==> src/rtl/mod_counter.sv <==
// mod_counter: modulo up/down counter with programmable terminal value,
// parallel load, enable and a clock-enable prescaler. Emits single-cycle
// ovf/unf/tick pulses aligned with the count value they describe.
// Optional feature macro: MOD_COUNTER_CAPTURE_EN adds a capture input and a
// cap_val output that snapshots the pre-update count.
module mod_counter #(
  parameter int DATA_WIDTH  = 8,
  parameter int PRESC_WIDTH = 8
) (
  input  logic                   clk,
  input  logic                   reset,
  input  logic                   en,
  input  logic                   dir,
  input  logic                   load,
  input  logic [DATA_WIDTH-1:0]  load_val,
  input  logic [DATA_WIDTH-1:0]  max_val,
  input  logic [PRESC_WIDTH-1:0] div,
`ifdef MOD_COUNTER_CAPTURE_EN
  input  logic                   capture,
  output logic [DATA_WIDTH-1:0]  cap_val,
`endif
  output logic [DATA_WIDTH-1:0]  count,
  output logic                   ovf,
  output logic                   unf,
  output logic                   tick
);

  localparam logic [DATA_WIDTH-1:0]  CNT_ONE   = DATA_WIDTH'(1);
  localparam logic [PRESC_WIDTH-1:0] PRESC_ONE = PRESC_WIDTH'(1);

  logic [DATA_WIDTH-1:0]  count_reg, count_next;
  logic [PRESC_WIDTH-1:0] presc_reg, presc_next;
  logic                   ovf_reg, ovf_next;
  logic                   unf_reg, unf_next;
  logic                   tick_reg, tick_next;
  logic [DATA_WIDTH-1:0]  load_clamped;
  logic                   step;

  // Counter step qualifier: one step every div+1 enabled cycles.
  assign step = en && (presc_reg == div);

  // Loads never place the counter outside 0..max_val.
  assign load_clamped = (load_val > max_val) ? max_val : load_val;

  // Next-state computation: load beats step, step beats hold.
  always_comb begin
    count_next = count_reg;
    presc_next = presc_reg;
    ovf_next   = 1'b0;
    unf_next   = 1'b0;
    tick_next  = 1'b0;
    if (load) begin
      count_next = load_clamped;
      presc_next = '0;
    end else begin
      if (en) begin
        presc_next = step ? '0 : (presc_reg + PRESC_ONE);
      end
      if (step) begin
        tick_next = 1'b1;
        if (dir) begin
          // >= also catches a count left above a freshly lowered max_val.
          if (count_reg >= max_val) begin
            count_next = '0;
            ovf_next   = 1'b1;
          end else begin
            count_next = count_reg + CNT_ONE;
          end
        end else begin
          if (count_reg == '0) begin
            count_next = max_val;
            unf_next   = 1'b1;
          end else begin
            count_next = count_reg - CNT_ONE;
          end
        end
      end
    end
  end

  // State register with asynchronous active-low clear.
  always_ff @(posedge clk or negedge reset) begin
    if (!reset) begin
      count_reg <= '0;
      presc_reg <= '0;
      ovf_reg   <= 1'b0;
      unf_reg   <= 1'b0;
      tick_reg  <= 1'b0;
    end else begin
      count_reg <= count_next;
      presc_reg <= presc_next;
      ovf_reg   <= ovf_next;
      unf_reg   <= unf_next;
      tick_reg  <= tick_next;
    end
  end

  assign count = count_reg;
  assign ovf   = ovf_reg;
  assign unf   = unf_reg;
  assign tick  = tick_reg;

`ifdef MOD_COUNTER_CAPTURE_EN
  logic [DATA_WIDTH-1:0] cap_reg;

  // Snapshot of the count as it stood before this edge, independent of en/load.
  always_ff @(posedge clk or negedge reset) begin
    if (!reset) begin
      cap_reg <= '0;
    end else if (capture) begin
      cap_reg <= count_reg;
    end
  end

  assign cap_val = cap_reg;
`endif

endmodule
==> config.mk <==
export PLATFORM = sky130hd
export DESIGN_NAME = mod_counter
export DESIGN_NICKNAME = d
export VERILOG_FILES = /design/src/rtl/mod_counter.sv
export SDC_FILE = /design/constraint.sdc
export NUM_CORES = 1
export LEC_CHECK = 0
export CORE_ASPECT_RATIO = 1.25
export CORE_MARGIN = 2
export CORE_UTILIZATION = 51
export DETAILED_ROUTE_END_ITERATION = 16
export GPL_ROUTABILITY_DRIVEN = 1
export HOLD_SLACK_MARGIN = 0.06
export PLACE_DENSITY_LB_ADDON = 0.25
export SLEW_MARGIN = 20
export SYNTH_ARGS = -nofsm -noshare
export SYNTH_HDL_FRONTEND = slang
export SYNTH_SLANG_ARGS = --single-unit
==> constraint.sdc <==
create_clock -name clk -period 2.7 [get_ports clk]
set_clock_uncertainty 0.2 [all_clocks]
set_input_delay 0.27 -clock clk [delete_from_list [all_inputs] [get_ports clk]]
set_output_delay 0.27 -clock clk [all_outputs]
set_load 0.01 [all_outputs]
==> results of run 1 <==
## where the power goes
group | internal (mW) | switching, mW | total, mW
Clock | 0.105 | 0.0980 | 0.203
Combinational | 0.235 | 0.218 | 0.453
Sequential | 0.306 | 0.0398 | 0.346
Total | 0.646 | 0.356 | 1.00
## synth_stat cells, drive strengths merged (2+ instances only)
cell	instances
a211oi	2
a21o	4
a21oi	12
a22oi	4
a2bb2oi	2
a31oi	2
a32oi	2
and3	4
buf	6
clkbuf	2
dfrtp	19
ha	20
inv	16
mux2	5
mux2i	16
nand2	9
nand2b	3
nand3	10
nand4	4
nor2	15
nor2b	3
nor3	2
nor3b	2
nor4	3
o211ai	2
o21ai	5
o22ai	2
o2bb2ai	4
xnor2	6
xor2	10
## metrics by stage
stage	area [um2]	util	instances	hold slack, ns	setup WS, ns
2_1_floorplan	1869	-	208	-0.2256	0.4366
3_3_place_gp	2376	0.6763	294	0.3539	-0.04632
3_5_place_dp	2376	0.6763	294	0.3552	-0.08474
4_1_cts	2421	0.6891	298	0.1628	0.1913
5_1_grt	2421	0.6891	298	0.1940	0.03421
6_report	2421	0.6891	298	0.1525	0.2274
## per-layer routing
metal / share of wire / vias to the layer above / routed length, um
met5: 0 / - / 0
li1: - / 864 / -
met2: 0.53 / 57 / 2453
met4: 0.027 / 0 / 126
met1: 0.41 / 822 / 1888
met3: 0.038 / 10 / 177
## kinds of logic after synthesis
family          count (synthesis)  synth area share
compound gates                 48            0.1801
buf+inv                        24           0.06024
flops                          19            0.2544
fa+ha+maj                      20            0.1339
xor+xnor                       16           0.07496
simple gates                   60            0.1787
mux                            21            0.1178
## layout make-up
| cell class | instances | share of cell area |
|---|---|---|
| multi-input cells | 165 | 0.5292 |
| repair buffers | 55 | 0.2109 |
| flip-flops and latches | 19 | 0.1964 |
| inverters | 16 | 0.02481 |
| well taps | 39 | 0.02016 |
| clock buffers | 4 | 0.01860 |
## path summary, 6_finish.rpt
check,slack [ns],end,depth (start not counted)
min in group clk,0.36,presc_reg[7]$_DFFE_PN0P_,2
worst min-delay path,0.15,count[6]$_DFFE_PN0P_,2
max in group asynchronous,1.94,presc_reg[6]$_DFFE_PN0P_,2
worst max-delay path,0.23,count[5]$_DFFE_PN0P_,9
worst max register to register,0.34,count[1]$_DFFE_PN0P_,8
worst min register to register,0.36,presc_reg[7]$_DFFE_PN0P_,2
==> impl_metrics.tcl, run 1 <==
set metrics [dict create \
    ys_warn_count 0 \
    antenna_left 0 \
    worst_setup_path_start_kind "primary input" \
    avgRoutedWirePerCell_um 15.59 \
    nets 309 \
    ctsHoldBuffers 0 \
    cts_tree "built" \
    use_met1 0.2843 \
    synthCells 208 \
    io_pins 40 \
    vias_per_cell 5.883 \
    vdd_drop_max_uv 330.6 \
    cp_cell_sequence "clkdlybuf4s50_1 > inv_1 > ha_1 > nor2b_1 > o211ai_1 > a21oi_1 > o32a_1 > mux2_1 > mux2_2" \
    core-area_mm2 0.003513 \
    cp-end-kind "flop" \
    cts_resized 0 \
    top_usage_layer "met2" \
    die_height_um 71.69 \
    leakage_nw 1.132 \
    timing.slew.headroom 0.6377 \
    dp_hpwl_mm 3.722 \
    drcViolationCount 0 \
    ys_ff_latch 19 \
    cts_sinks 19 \
    finalCritPeriodShare 0.9158 \
    h-tree-depth 1 \
    drt-initial-drc-count 72 \
    startpoint "max_val[1]" \
    required_ns 2.65 \
    power_density_mw_per_mm2 413.9 \
    synth_area_leaders "dfrtp_1 25%, ha_1 13%, mux2i_1 8.6%" \
    insertion_delay_ns 0.26 \
    synth_cell_type_count 51 \
    met2_usage 0.4482 \
    gp_congestion 0.8967 \
    crit_slowest_cell "clkdlybuf4s50_1" \
    grt_pass1_wl_mm 8.045 \
    finalHoldViolations 0 \
    syn2layout_area_growth_pct 29.52 \
    path_class "primary input to flop" \
    critPathTopFamily "multiplexers" \
    crit_path_max_fanout 3 \
    drv_cap 0 \
    drt_wl_total_mm 4.646 \
    yosysSeqAreaShare 0.2544 \
    clk_pin_slew_ns 0.07 \
    outcome "finished, final reports clean" \
    final_common_cell "clkdlybuf4s50_1" \
    seqCellArea_um2 475.5 \
    drt_pass1_iterations 4 \
    setup_tns_ns 0 \
    rsz0062_at_grt "false" \
    met3_usage 0.03610 \
    grt-ovfl-total 0 \
    start_util 0.5321 \
    synth_ff_type "dfrtp_1" \
    hold_class "primary input to async pin" \
    total_power_mw 1.002 \
    synthesis.area_mm2 0.001869 \
    cp_num_buf_inv 2 \
    worstPathArrival_ns 2.42 \
    final_max_slew_viol_count 0 \
    grt_pass1_vias 1835 \
    worstMarginPinSlew_ns 0.5394 \
    antenna_found_initial 0 \
    multi_input_area_mm2 0.001281 \
    synth-async-reset-ratio 1.000 \
    yosys.area.top_type "dfrtp_1" \
    final_cell_mix "39 x clkdlybuf4s50_1, 20 x ha_1, 19 x dfrtp_1" \
    fillers 301 \
    synth.avg_cell_area_um2 8.987 \
    grt_start_max_net_pins 20 \
    rows 24 \
    rr_startpoint "count[1]$_DFFE_PN0P_" \
    vias 1753 \
    synth-edff-count 0 \
    track_usage 0.2514 \
    die_area_mm2 0.004169 \
    cts.path.max_buffers 2 \
    cts_setup_buffers 0 \
    max_stage_delay_ns 0.47 \
    synth_top_area_frac 0.2544 \
    synth_nets 257 \
    min_period_ns 2.473 \
    clockRootBuffer "clkbuf_8" \
    die_x_um 58.15 \
    final-setup-viol-count 0 \
    antenna_cells 0 \
    drive_above_1_share 0.1120 \
    fmax_mhz 404.4 \
    cts_buffers 3 \
    io_buffers 39 \
]
Power figures use the tool's default switching activity.
==> inputs of run 2 (changes only) <==
==> constraint.sdc (replaced) <==
create_clock -name clk -period 2.7 [get_ports clk]
set_clock_uncertainty 0.2 [all_clocks]
set_input_delay 0.54 -clock clk [delete_from_list [all_inputs] [get_ports clk]]
set_output_delay 0.54 -clock clk [all_outputs]
set_load 0.01 [all_outputs]
==> run 2 against run 1 <==
Power increased by 7.7%. Global-route usage is 1.3 points higher. Die area unchanged. Largest power group unchanged.
==> impl_metrics.tcl, run 2 (synthesis gave the netlist of run 1 again) <==
set metrics [dict create \
    track_usage 0.2642 \
    dp_hpwl_mm 3.947 \
    avgRoutedWirePerCell_um 16.48 \
    final_common_cell "clkdlybuf4s50_1" \
    vdd_drop_max_uv 314.4 \
    h-tree-depth 1 \
    grt_pass1_wl_mm 8.542 \
    cp-end-kind "flop" \
    die_x_um 58.15 \
    grt_pass1_vias 1861 \
    nets 321 \
    core-area_mm2 0.003513 \
    syn2layout_area_growth_pct 39.96 \
    stdcell_count 310 \
    numPlacedInstances 305 \
    drt_wl_total_mm 5.109 \
    final-setup-viol-count 0 \
    insertion_delay_ns 0.26 \
    rows 24 \
    setup_tns_ns 0 \
    path_class "primary input to flop" \
    hold_class "flop to flop" \
    vias_per_cell 5.923 \
    worst_setup_path_start_kind "primary input" \
    io_pins 40 \
    cts_buffers 3 \
    crit_path_max_fanout 3 \
    final_util 0.7447 \
    place_area_mm2 0.002459 \
    required_ns 2.68 \
    antenna_cells 0 \
    die_height_um 71.69 \
    drt_pass1_iterations 4 \
    start_util 0.5321 \
    final_max_slew_viol_count 0 \
    clk_pin_slew_ns 0.07 \
    leakage_nw 1.226 \
    vias 1836 \
    drt-initial-drc-count 81 \
    antenna_left 0 \
    worstPathArrival_ns 2.67 \
    timing.slew.headroom 0.6292 \
    cts_tree "built" \
    gp_congestion 0.8760 \
    die_area_mm2 0.004169 \
    grt_start_max_net_pins 20 \
    worst_hold_slack_ns 0.3764 \
    finalHoldViolations 0 \
    cts.path.max_buffers 2 \
    fmax_mhz 371.9 \
    outcome "finished, final reports clean" \
    power_density_mw_per_mm2 412.3 \
    drcViolationCount 0 \
    drv_cap 0 \
    clockRootBuffer "clkbuf_8" \
    finalCritPeriodShare 0.9958 \
    min_period_ns 2.689 \
    io_buffers 39 \
    final_cell_mix "34 x clkdlybuf4s50_1, 26 x buf_4, 19 x dfrtp_1" \
    antenna_found_initial 0 \
    worstMarginPinSlew_ns 0.5521 \
    fin_area_mm2 0.002616 \
    grt-ovfl-total 0 \
    ctsHoldBuffers 0 \
    drive_above_1_share 0.2066 \
    cts_sinks 19 \
    cts_setup_buffers 0 \
]
## run 2: cell types whose count changed in the layout (fill, tap and decap cells not counted), moves of 3 or more
cell and change:
buf_4 +10, clkdlybuf4s50_1 -5, dlymetal6s2s_1 +3, ha_1 -6, ha_4 +5
## run 2: timing repair
| item | 4_1_cts | 5_1_grt |
|---|---|---|
| pin swaps | 4 | 7 |
| gates cloned | 0 | 1 |
| setup endpoints to repair | 2 | 8 |
| resized for setup | 6 | 19 |
## run 2: cell type report
| class | count | area (um2) |
|---|---|---|
| clock buffer | 4 | 45.04 |
| fill | 262 | 897.1 |
| inverter | 16 | 60.06 |
| multi-input combinational | 165 | 1374 |
| sequential | 19 | 475.5 |
| tap | 39 | 48.80 |
| timing repair buffer | 67 | 613.1 |
## run 2: worst paths after layout
check                                         start                  endpoint  slack (ns)  cells after the start
setup / recovery                         max_val[3]      count[2]$_DFFE_PN0P_        0.01                     10
hold / removal             presc_reg[7]$_DFFE_PN0P_  presc_reg[7]$_DFFE_PN0P_        0.38                      2
setup reg to reg               count[1]$_DFFE_PN0P_      count[1]$_DFFE_PN0P_        0.28                      8
hold reg to reg            presc_reg[7]$_DFFE_PN0P_  presc_reg[7]$_DFFE_PN0P_        0.38                      2
max in group asynchronous                     reset  presc_reg[6]$_DFFE_PN0P_        1.68                      2
min in group asynchronous                     reset  presc_reg[4]$_DFFE_PN0P_        0.42                      2
## run 2: per-layer routing
layer  vias up  track usage  wire length [um]
li1        889            -                 -
met1       857       0.3121              1937
met2        75       0.4848              2752
met3        15      0.02708               272
met4         0      0.09561               146
met5         -            0                 0
## run 2: worst max-delay path: stages
cell and delay (ns):
clkdlybuf4s50_1 0.49, inv_1 0.09, ha_2 0.22, a211oi_2 0.27, o21ai_2 0.11, a211oi_2 0.36, buf_4 0.20, a32o_1 0.15
a2bb2oi_1 0.08, mux2i_1 0.15
## run 2: through the flow
step / total power [mW] / worst slack (ns)
3_5_place_dp: 0.8329 / -0.3789
2_1_floorplan: 0.6179 / 0.2022
5_1_grt: 1.142 / -0.05616
3_3_place_gp: 0.8177 / -0.3098
6_report: 1.079 / 0.01142
4_1_cts: 1.041 / 0.002874
## run 2: power by group
| part | switching [mW] | total [mW] | internal (mW) |
|---|---|---|---|
| clock network | 0.0969 | 0.202 | 0.105 |
| registers | 0.0283 | 0.334 | 0.306 |
| logic | 0.262 | 0.542 | 0.280 |
| total | 0.388 | 1.08 | 0.691 |
